## src/rtl/hash_op_sequencer_if.sv

```systemverilog
// Host-side request/response handshake bundle for hash_op_sequencer.
// slave = sequencer side, master = host side.
interface hash_op_sequencer_if #(
    parameter int KEY_WIDTH  = 2,
    parameter int DATA_WIDTH = 32
);
    logic                  req_valid_i;
    logic                  req_ready_o;
    logic [1:0]            req_op_i;
    logic [KEY_WIDTH-1:0]  req_key_i;
    logic [DATA_WIDTH-1:0] req_data_i;
    logic                  resp_valid_o;
    logic                  resp_ready_i;
    logic [2:0]            resp_status_o;
    logic [DATA_WIDTH-1:0] resp_data_o;

    modport slave (
        input  req_valid_i, req_op_i, req_key_i, req_data_i, resp_ready_i,
        output req_ready_o, resp_valid_o, resp_status_o, resp_data_o
    );

    modport master (
        output req_valid_i, req_op_i, req_key_i, req_data_i, resp_ready_i,
        input  req_ready_o, resp_valid_o, resp_status_o, resp_data_o
    );
endinterface

```

## src/rtl/hash_op_sequencer.sv

```systemverilog
// Host front end for the hash table controller: one request in flight, key settle, one-cycle op, held response.
// Optional saturating ok/error counters are built when HASH_SEQ_STATS_EN is defined.
module hash_op_sequencer #(
    parameter int KEY_WIDTH      = 2,
    parameter int DATA_WIDTH     = 32,
    parameter int LOOKUP_LATENCY = 1
) (
    input  logic                  clk,
    input  logic                  reset,
    hash_op_sequencer_if.slave    host,
    output logic [KEY_WIDTH-1:0]  key_o,
    output logic [DATA_WIDTH-1:0] data_o,
    output logic [1:0]            op_o,
    input  logic [DATA_WIDTH-1:0] ctrl_read_data_i,
    input  logic                  ctrl_valid_i,
    input  logic                  ctrl_no_deletion_target_i,
    input  logic                  ctrl_no_write_space_i,
    input  logic                  ctrl_no_element_found_i,
    input  logic                  ctrl_key_already_present_i,
    output logic [15:0]           stat_ok_cnt_o,
    output logic [15:0]           stat_err_cnt_o
);

    typedef enum logic [1:0] {IDLE, LOOKUP, EXECUTE, RESP} state_t;

    state_t                state_q, state_d;
    logic [3:0]            cnt_q;
    logic [1:0]            op_q;
    logic [KEY_WIDTH-1:0]  key_q;
    logic [DATA_WIDTH-1:0] data_q;
    logic [2:0]            status_q;
    logic [DATA_WIDTH-1:0] rdata_q;
    logic                  accept;
    logic [2:0]            status_d;
    logic [DATA_WIDTH-1:0] rdata_d;
    logic [3:0]            unused_ctrl_flags;

    function automatic logic [2:0] result_code(input logic vld, input logic no_del,
                                               input logic no_space, input logic present,
                                               input logic not_found);
        if (!vld)           return 3'b111;
        else if (no_del)    return 3'b100;
        else if (no_space)  return 3'b010;
        else if (present)   return 3'b011;
        else if (not_found) return 3'b001;
        else                return 3'b000;
    endfunction

    // The controller's flag nibble is reported through the status code instead.
    assign unused_ctrl_flags = ctrl_read_data_i[DATA_WIDTH-1 -: 4];

    assign accept   = (state_q == IDLE) && host.req_valid_i && (host.req_op_i != 2'b00);
    assign status_d = result_code(ctrl_valid_i, ctrl_no_deletion_target_i, ctrl_no_write_space_i,
                                  ctrl_key_already_present_i, ctrl_no_element_found_i);
    assign rdata_d  = (op_q == 2'b01 && status_d == 3'b000)
                      ? {4'b0000, ctrl_read_data_i[DATA_WIDTH-5:0]} : '0;

    always_comb begin
        state_d           = state_q;
        host.req_ready_o  = 1'b0;
        host.resp_valid_o = 1'b0;
        op_o              = 2'b00;
        case (state_q)
            IDLE: begin
                host.req_ready_o = 1'b1;
                if (accept) state_d = LOOKUP;
            end
            LOOKUP: begin
                if (cnt_q <= 4'd1) state_d = EXECUTE;
            end
            EXECUTE: begin
                op_o    = op_q;
                state_d = RESP;
            end
            RESP: begin
                host.resp_valid_o = 1'b1;
                if (host.resp_ready_i) state_d = IDLE;
            end
            default: state_d = IDLE;
        endcase
    end

    always_ff @(posedge clk or negedge reset) begin
        if (!reset) begin
            state_q  <= IDLE;
            cnt_q    <= '0;
            op_q     <= 2'b00;
            key_q    <= '0;
            data_q   <= '0;
            status_q <= 3'b000;
            rdata_q  <= '0;
        end else begin
            state_q <= state_d;
            if (accept) begin
                op_q   <= host.req_op_i;
                key_q  <= host.req_key_i;
                data_q <= host.req_data_i;
                cnt_q  <= 4'(LOOKUP_LATENCY);
            end else if (state_q == LOOKUP) begin
                cnt_q <= cnt_q - 4'd1;
            end
            // EXECUTE edge: the response register is loaded exactly once per request
            if (state_q == EXECUTE) begin
                status_q <= status_d;
                rdata_q  <= rdata_d;
            end
        end
    end

    assign key_o              = key_q;
    assign data_o             = data_q;
    assign host.resp_status_o = status_q;
    assign host.resp_data_o   = rdata_q;

`ifdef HASH_SEQ_STATS_EN
    logic [15:0] ok_cnt_q, err_cnt_q;

    function automatic logic [15:0] sat_inc(input logic [15:0] v);
        return (v == 16'hFFFF) ? v : v + 16'd1;
    endfunction

    always_ff @(posedge clk or negedge reset) begin
        if (!reset) begin
            ok_cnt_q  <= '0;
            err_cnt_q <= '0;
        end else if (state_q == EXECUTE) begin
            if (status_d == 3'b000) ok_cnt_q  <= sat_inc(ok_cnt_q);
            else                    err_cnt_q <= sat_inc(err_cnt_q);
        end
    end

    assign stat_ok_cnt_o  = ok_cnt_q;
    assign stat_err_cnt_o = err_cnt_q;
`else
    assign stat_ok_cnt_o  = '0;
    assign stat_err_cnt_o = '0;
`endif

endmodule

```

## src/flat_wrapper.sv

```systemverilog
// flat-port wrapper written by rule: the top's interface ports become plain ports
module hash_op_sequencer_flat 
#(
    parameter int KEY_WIDTH      = 2,
    parameter int DATA_WIDTH     = 32,
    parameter int LOOKUP_LATENCY = 1
)
  (clk, reset, key_o, data_o, op_o, ctrl_read_data_i, ctrl_valid_i, ctrl_no_deletion_target_i, ctrl_no_write_space_i, ctrl_no_element_found_i, ctrl_key_already_present_i, stat_ok_cnt_o, stat_err_cnt_o, host_req_valid_i, host_req_op_i, host_req_key_i, host_req_data_i, host_resp_ready_i, host_req_ready_o, host_resp_valid_o, host_resp_status_o, host_resp_data_o);
  hash_op_sequencer_if #(.KEY_WIDTH(KEY_WIDTH), .DATA_WIDTH(DATA_WIDTH)) host_i ();
  input  logic clk;
  input  logic reset;
  output logic [KEY_WIDTH-1:0] key_o;
  output logic [DATA_WIDTH-1:0] data_o;
  output logic [1:0] op_o;
  input  logic [DATA_WIDTH-1:0] ctrl_read_data_i;
  input  logic ctrl_valid_i;
  input  logic ctrl_no_deletion_target_i;
  input  logic ctrl_no_write_space_i;
  input  logic ctrl_no_element_found_i;
  input  logic ctrl_key_already_present_i;
  output logic [15:0] stat_ok_cnt_o;
  output logic [15:0] stat_err_cnt_o;
  input wire logic [$bits(host_i.req_valid_i)-1:0] host_req_valid_i;
  input wire logic [$bits(host_i.req_op_i)-1:0] host_req_op_i;
  input wire logic [$bits(host_i.req_key_i)-1:0] host_req_key_i;
  input wire logic [$bits(host_i.req_data_i)-1:0] host_req_data_i;
  input wire logic [$bits(host_i.resp_ready_i)-1:0] host_resp_ready_i;
  output wire logic [$bits(host_i.req_ready_o)-1:0] host_req_ready_o;
  output wire logic [$bits(host_i.resp_valid_o)-1:0] host_resp_valid_o;
  output wire logic [$bits(host_i.resp_status_o)-1:0] host_resp_status_o;
  output wire logic [$bits(host_i.resp_data_o)-1:0] host_resp_data_o;
  assign host_i.req_valid_i = host_req_valid_i;
  assign host_i.req_op_i = host_req_op_i;
  assign host_i.req_key_i = host_req_key_i;
  assign host_i.req_data_i = host_req_data_i;
  assign host_i.resp_ready_i = host_resp_ready_i;
  assign host_req_ready_o = host_i.req_ready_o;
  assign host_resp_valid_o = host_i.resp_valid_o;
  assign host_resp_status_o = host_i.resp_status_o;
  assign host_resp_data_o = host_i.resp_data_o;
  hash_op_sequencer #(.KEY_WIDTH(KEY_WIDTH), .DATA_WIDTH(DATA_WIDTH), .LOOKUP_LATENCY(LOOKUP_LATENCY)) u_core (.clk(clk), .reset(reset), .host(host_i), .key_o(key_o), .data_o(data_o), .op_o(op_o), .ctrl_read_data_i(ctrl_read_data_i), .ctrl_valid_i(ctrl_valid_i), .ctrl_no_deletion_target_i(ctrl_no_deletion_target_i), .ctrl_no_write_space_i(ctrl_no_write_space_i), .ctrl_no_element_found_i(ctrl_no_element_found_i), .ctrl_key_already_present_i(ctrl_key_already_present_i), .stat_ok_cnt_o(stat_ok_cnt_o), .stat_err_cnt_o(stat_err_cnt_o));
endmodule
```

## config.mk

```make
export PLATFORM = sky130hd
export DESIGN_NAME = hash_op_sequencer_flat
export DESIGN_NICKNAME = d
export VERILOG_FILES = /design/src/rtl/hash_op_sequencer_if.sv /design/src/rtl/hash_op_sequencer.sv /design/src/flat_wrapper.sv
export SDC_FILE = /design/constraint.sdc
export NUM_CORES = 1
export LEC_CHECK = 0
export CORE_AREA = 2 2 88 90
export DETAILED_ROUTE_END_ITERATION = 16
export DIE_AREA = 0 0 90 92
export DONT_BUFFER_PORTS = 1
export REMOVE_ABC_BUFFERS = 1
export SYNTH_ARGS = -nofsm -noshare
export SYNTH_HDL_FRONTEND = slang
export SYNTH_SLANG_ARGS = --single-unit
export TNS_END_PERCENT = 50
```

## constraint.sdc

```tcl
create_clock -name clk -period 3.3 [get_ports clk]
set_input_delay 0.66 -clock clk [delete_from_list [all_inputs] [get_ports clk]]
set_output_delay 0.66 -clock clk [all_outputs]
set_load 0.005 [all_outputs]
```

* Word level (Yosys, flattened, before mapping)
Cells that the tools add are included.
** Cells by class
- Add/subtract/negate cells :: 1
- Magnitude comparators :: 1
- Equality and inequality tests :: 7
- Multiplexer cells :: 15
- Reductions and logical operators :: 8
** Operators by type and width (count)
- two-way mux 28 bit :: 1
- two-way mux 3 bit :: 4
- two-way mux 2 bit :: 4
- two-way mux 4 bit :: 2
- one-hot mux 2 bit (4 select lines) :: 1
- equality test 2 x 1 -> 1 bit, second input constant :: 2
- equality test 2 bit, second input constant :: 2
- less-or-equal comparator 4 x 1 -> 1 bit, second input constant :: 1
- != test 2 x 1 -> 1 bit, second input constant :: 2
- nonzero test 2 bit :: 2
- subtractor 4 x 1 -> 4 bit, second input constant :: 1
- logical AND 1 bit :: 3
- logical NOT 3 bit :: 1
- two-way mux 1 bit :: 3
- AND reduction 3 bit :: 1
- logical NOT 2 bit :: 1
- != test 2 bit, second input constant :: 1
** Storage, ports and cells
- Flip-flop bits (word level) :: 77
- Input bits :: 77
- Output and inout port bits :: 105
- Word-level logic and storage cells :: 39

* Logic depth before layout (Yosys ltp)
Gate-level depths: netlist of run 1.
- Word-level depth :: 8
- Depth in mapped cells :: 8
- Gate-level depth less buffers :: 6

* Least setup slack after synthesis of run 1
Ideal clock, no wire load.
- Path type :: register -> output
- From :: register u_core.state_q[0]
- To :: output op_o[1]
- Arrival :: 1.152 ns
- Required time :: 2.640 ns
- Setup slack :: 1.488 ns
- Stages on the path, launching flop included :: 7
- Path buffers :: 2
- Cell sequence :: dfrtp_1 -> inv_1 -> ha_1 -> buf_6 -> inv_1 -> clkbuf_1 -> nor2_1
** On the way
- Longest elaborated chain between the ends :: 2
** RTL lines
- start, declared :: line hash_op_sequencer.sv:26 : state_t state_q, state_d;
- start signal, assigned :: line hash_op_sequencer.sv:93 : state_q <= state_d;
- equality test 2 bit :: line hash_op_sequencer.sv:63 : case (state_q)
- two-way mux 2 bit :: line hash_op_sequencer.sv:63
- end, declared :: line flat_wrapper.sv:14 : output logic [1:0] op_o;
No other way between the ends.

* Worst setup path after layout of run 1
Ends and elaborated chain as after synthesis.

==> results of run 1 <==
cell families after synthesis:
group / after synthesis / share of synthesized area, %
adder cells (fa/ha/maj): 7 / 2.75
buffers and inverters: 53 / 11.3
multiplexers: 37 / 13.0
flip-flops: 73 / 57.3
other: 1 / 0.118
AND/OR/NAND/NOR: 24 / 4.24
XOR/XNOR: 3 / 0.825
AO/OA/AOI/OAI: 36 / 10.4
per-layer routing:
layer  GRT usage (%)  up-vias
li1                -      747
met1            16.1      834
met2            20.1      115
met3            8.13       14
met4            8.08        0
met5               0        -
flip-flops by register name (all words and copies together) (netlist names):
register	count
u_core.cnt_q	4
u_core.host.resp_status_o	3
u_core.data_o	32
u_core.state_q	2
u_core.op_q	2
u_core.host.resp_data_o	28
u_core.key_o	2
power breakdown:
part / leakage [uW] / internal, uW / switching, uW / total [uW]
Combinational: 0.000579 / 373 / 320 / 693
Sequential: 0.000922 / 1190 / 224 / 1420
Clock: 0.000111 / 495 / 316 / 811
stage by stage:
stage	area (um2)	hold slack, ns	util, %	setup WS, ns
final	3390	0.205	45.5	0.926
after detailed placement	3130	0.365	42.1	1.27
after floorplan	2980	0.364	-	0.305
after CTS	3390	0.195	45.5	0.894
after global placement	3130	0.366	42.1	1.30
after global routing	3390	0.204	45.5	0.781
placed cells by master (no fill, tap or decap), types with 6 or more instances in the layout:
cell type  instances
a22o_2            13
a22o_1            15
nand2_1            6
nor2_1             6
ha_1               7
inv_1              7
mux2_2            35
clkbuf_8           9
conb_1            36
dfrtp_1           73
area by class of cell:
cell class	instances	area (um2)	area share [%]
clock buffers	9	124	3.65
clock inverters	5	106	3.14
well taps	102	128	3.76
flip-flops and latches	73	1830	53.9
repair buffers	4	50.0	1.48
inverters	7	26.3	0.775
multi-input cells	143	1130	33.3
worst reg2reg max path, stage by stage, from the launching register on:
cell      delay (ns)
dfrtp_1         0.40
inv_1           0.13
ha_1            0.37
nand2_4         0.08
o21bai_4        0.19
nor3_4          0.17
buf_4           0.32
a22o_2          0.20
worst min path at each step:
| stage | to | cells past startpoint | slack [ns] |
|---|---|---|---|
| after floorplan | u_core.cnt_q[0]$_DFFE_PN0P_ | 0 | 0.36 |
| final | u_core.data_o[5]$_DFFE_PN0P_ | 1 | 0.21 |
| after detailed placement | u_core.data_o[5]$_DFFE_PN0P_ | 0 | 0.37 |
| after global routing | u_core.data_o[5]$_DFFE_PN0P_ | 1 | 0.20 |
| after CTS | u_core.data_o[5]$_DFFE_PN0P_ | 1 | 0.20 |
| after global placement | u_core.data_o[5]$_DFFE_PN0P_ | 0 | 0.37 |
==> impl_metrics.ini, run 1 <==
[power_and_ir_drop]
irDropWorstVdd_mv = 0.399
p_total_uw = 2920
leakage_uw = 0.00161
power_density_nw_per_um2 = 861

[setup_path]
critPathCapture = op_o[1]
arrival_ns = 1.71
reg2reg_depth = 7
crit_path_max_incr_delay_ns = 0.40
crit_top_cell = inv_1
worstSetupStartpoint = u_core.state_q[0]$_DFFE_PN0P_
cp-start-kind = flip-flop
crit_chain = inv_1, ha_1, inv_1, buf_4, nor2_1
worst_path_max_delay_cell = dfrtp_1
cp_data_required_time_ns = 2.64
ff2ff_setup_slack_ns = 1.39
path_delay_family = buffers and inverters
reg2reg_to = u_core.host.resp_data_o[18]$_DFFE_PN0P_
critPathMaxFanout = 29
path_class = flip-flop to output port
r2r_start = u_core.state_q[0]$_DFFE_PN0P_
cp.depth = 5
crit_buf_inv = 3
end_kind = output port

[clock_tree]
clockBufferDepth = 2
htreeDepth = 3
insertion_delay_ns = 0.34
cts_sinks = 73
clk_pin_slew_ns = 0.08
cts_tree = done
cts_resized = 0
root_buffer = clkbuf_8
post_cts.repair.setup_buffers = 0
numCtsBuffers = 9
hold_buffers = 1

[route]
wl_met3_um = 746
drt-total-wl_um = 5690
wl_per_cell_um = 16.6
dr_wl_met2_um = 2600
drc = 0
initialDrtViolationCount = 67
top_layer = met4
wl_met1_um = 2200
drt_pass1_iterations = 6
viasPerCell = 4.99
postRouteAntennaNets = 0
vias = 1710

[finish]
fill_cells = 684
final_cells = 343
drive_gt1_share_pct = 29.5
area_delta_synth_final_pct = 6.40
fin_nets = 322
n_antenna_cell = 0

[job]
drv_cap = 0

[timing]
fin_crit_ns = 2.37
skew_ns = 0.00976
hold_viol = 0
finalSetupTns_ns = 0
rsz0062_at_grt = false
fmax_mhz = 421
slew_viol_final = 0
setup_violations = 0
fin_crit_sh_pct = 71.9

[yosys]
netlist_instances = 234
async_reset_ff_share_pct = 100
synth_area_leader_cell = dfrtp_1
synth_ff_type = dfrtp_1
synth.distinct_cells = 32
synth_edf_count = 0
ys_warn_count = 0
ys_top_cells_by_area = dfrtp_1, mux2_2, buf_4
yosysSeqAreaShare_pct = 57.3
synth.most_common_cell = dfrtp_1
syn-cell-area_um2 = 3190
synth.ff_latch_count = 73
yosysTopAreaCellShare_pct = 57.3
syn_avg_cell_area_um2 = 13.6
yosys-top-cells-count = dfrtp_1, buf_4, mux2_2

[floorplan]
chipWidth_um = 90
core.rowCount = 32
pin_count = 182
dieArea_um2 = 8280
start_util_pct = 42.8
die_h_um = 92
core_um2 = 7450

[grt]
grt_pass1_wl_um = 8990
track_usage_pct = 14.0
grt_max_degree = 74
grt_overflow = 0
antenna_found_initial = 0
grt_pass1_vias = 1727

[place]
dpl.cell_count = 328
portBuffers = 0
post-dp-hpwl_um = 4030
gp_congestion = 0.718

[status]
status = completed

[worst_hold_path]
hp-class = primary input to async pin
No activity file was read; power rests on OpenSTA's default activity.
==> run 2, diff against run 1 <==
==> constraint.sdc (replaced) <==
create_clock -name clk -period 1.95 [get_ports clk]
set_input_delay 0.39 -clock clk [delete_from_list [all_inputs] [get_ports clk]]
set_output_delay 0.39 -clock clk [all_outputs]
set_load 0.005 [all_outputs]
==> run 2 against run 1 <==
The run now ends with negative hold slack left. Via count up 0.23%. Core utilization down 0.57 points. Clock power increased by 28%.
==> impl_metrics.ini, run 2 (synthesis gave the netlist of run 1 again) <==
[status]
status = finished with violations
violations = negative hold slack

[timing]
fmax_mhz = 546
setup_violations = 0
slew_viol_final = 0
skew_ns = 0.0119
rsz0062_at_grt = false
fin_crit_ns = 1.83
holdWs_ns = -0.267
fin_crit_sh_pct = 94.0
hold_viol = 73

[grt]
track_usage_pct = 14.1
grt_pass1_wl_um = 8960
grt_overflow = 0
grt_pass1_vias = 1804
antenna_found_initial = 0
grt_max_degree = 74

[floorplan]
die_h_um = 92
chipWidth_um = 90
start_util_pct = 42.8
core.rowCount = 32
core_um2 = 7450
dieArea_um2 = 8280
pin_count = 182

[finish]
final_cell_mix = dfrtp_1, conb_1, mux2_2
final_area_um2 = 3350
fin_nets = 323
fill_cells = 700
final_common_cell = dfrtp_1
drive_gt1_share_pct = 29.9
n_antenna_cell = 0
largest_reg_flops = 32
area_delta_synth_final_pct = 5.06

[power_and_ir_drop]
irDropWorstVdd_mv = 0.701
p_total_uw = 4640
power_density_nw_per_um2 = 1390
leakage_uw = 0.00159

[place]
place_area_um2 = 3170
post-dp-hpwl_um = 4040
gp_congestion = 0.719
portBuffers = 0

[clock_tree]
insertion_delay_ns = 0.34
cts_tree = done
root_buffer = clkbuf_8
clk_pin_slew_ns = 0.08
htreeDepth = 3
clockBufferDepth = 2
numCtsBuffers = 9
cts_sinks = 73

[job]
drv_cap = 0

[route]
drc = 0
viasPerCell = 4.95
wl_per_cell_um = 16.8
initialDrtViolationCount = 51
drt_pass1_iterations = 4
postRouteAntennaNets = 0
drt-total-wl_um = 5800
vias = 1714

[setup_path]
path_class = flip-flop to output port
arrival_ns = 1.44
cp-start-kind = flip-flop
end_kind = output port
cp_data_required_time_ns = 1.56
critPathMaxFanout = 7

[worst_hold_path]
hp-class = primary input to async pin
## run 2: layer usage
layer	GRT usage [%]	share of wire [%]	wire (um)
met5	0	0	0
met4	7.82	2.5	146
met3	7.64	12	718
met2	21.5	46	2690
met1	15.7	39	2240
## run 2: final cells by class
| cell class | count | area (um2) | share of cell area, % |
|---|---|---|---|
| well taps | 102 | 128 | 3.81 |
| multi-input cells | 143 | 1130 | 33.8 |
| repair buffers | 5 | 62.6 | 1.87 |
| flip-flops and latches | 73 | 1830 | 54.6 |
| clock buffers | 11 | 131 | 3.92 |
| inverters | 7 | 26.3 | 0.785 |
| clock inverters | 5 | 41.3 | 1.23 |
## run 2: worst max-delay path, stage by stage (launching register included)
cell,delay [ns]
dfrtp_1,0.41
inv_1,0.13
ha_2,0.23
buf_4,0.16
inv_1,0.05
nor2_1,0.12
## run 2: worst paths after layout
check                      depth (start not counted)  slack [ns]                                  endpoint                           from
setup / recovery                                   5        0.12                                   op_o[1]  u_core.state_q[0]$_DFFE_PN0P_
hold / removal                                     0       -0.27              u_core.data_o[5]$_DFFE_PN0P_                          reset
min in group clk                                   1        0.14  u_core.host.resp_status_o[2]$_DFFE_PN0P_                   ctrl_valid_i
hold reg to reg                                    2        0.50                u_core.op_q[1]$_DFFE_PN0P_     u_core.op_q[1]$_DFFE_PN0P_
max in group asynchronous                          0        2.10             u_core.state_q[1]$_DFFE_PN0P_                          reset
setup reg to reg                                   7        0.32   u_core.host.resp_data_o[16]$_DFFE_PN0P_  u_core.state_q[0]$_DFFE_PN0P_
## run 2: through the flow
stage / setup TNS (ns) / utilization, % / worst slack [ns] / cells
final: 0 / 45.0 / 0.118 / 346
after global routing: 0 / 45.0 / 0.0251 / 346
after CTS: 0 / 44.9 / 0.0536 / 346
after detailed placement: 0 / 42.6 / 0.304 / 330
after global placement: 0 / 42.6 / 0.312 / 330
after floorplan: -28.55 / - / -0.775 / 223
## run 2: power breakdown
part	total (uW)	internal (uW)	switching [uW]
Sequential	2410	2020	395
Combinational	1180	659	522
Clock	1040	471	573
Total	4640	3150	1490
## run 2: what timing repair did
item                                    CTS  global route
setup buffers                             0             0
hold endpoints to repair                 73            73
endpoints found under the setup margin    0             1
resized for setup                         0             1
==> run 3, diff against run 2 <==
--- a/config.mk
+++ b/config.mk
@@ -10,6 +10,7 @@
 export DIE_AREA = 0 0 90 92
 export DONT_BUFFER_PORTS = 1
 export REMOVE_ABC_BUFFERS = 1
+export SKIP_CTS_REPAIR_TIMING = 1
 export SYNTH_ARGS = -nofsm -noshare
 export SYNTH_HDL_FRONTEND = slang
 export SYNTH_SLANG_ARGS = --single-unit
==> results of run 3 <==
Same layout as run 2: the final DEF is identical, and so are final timing and power.
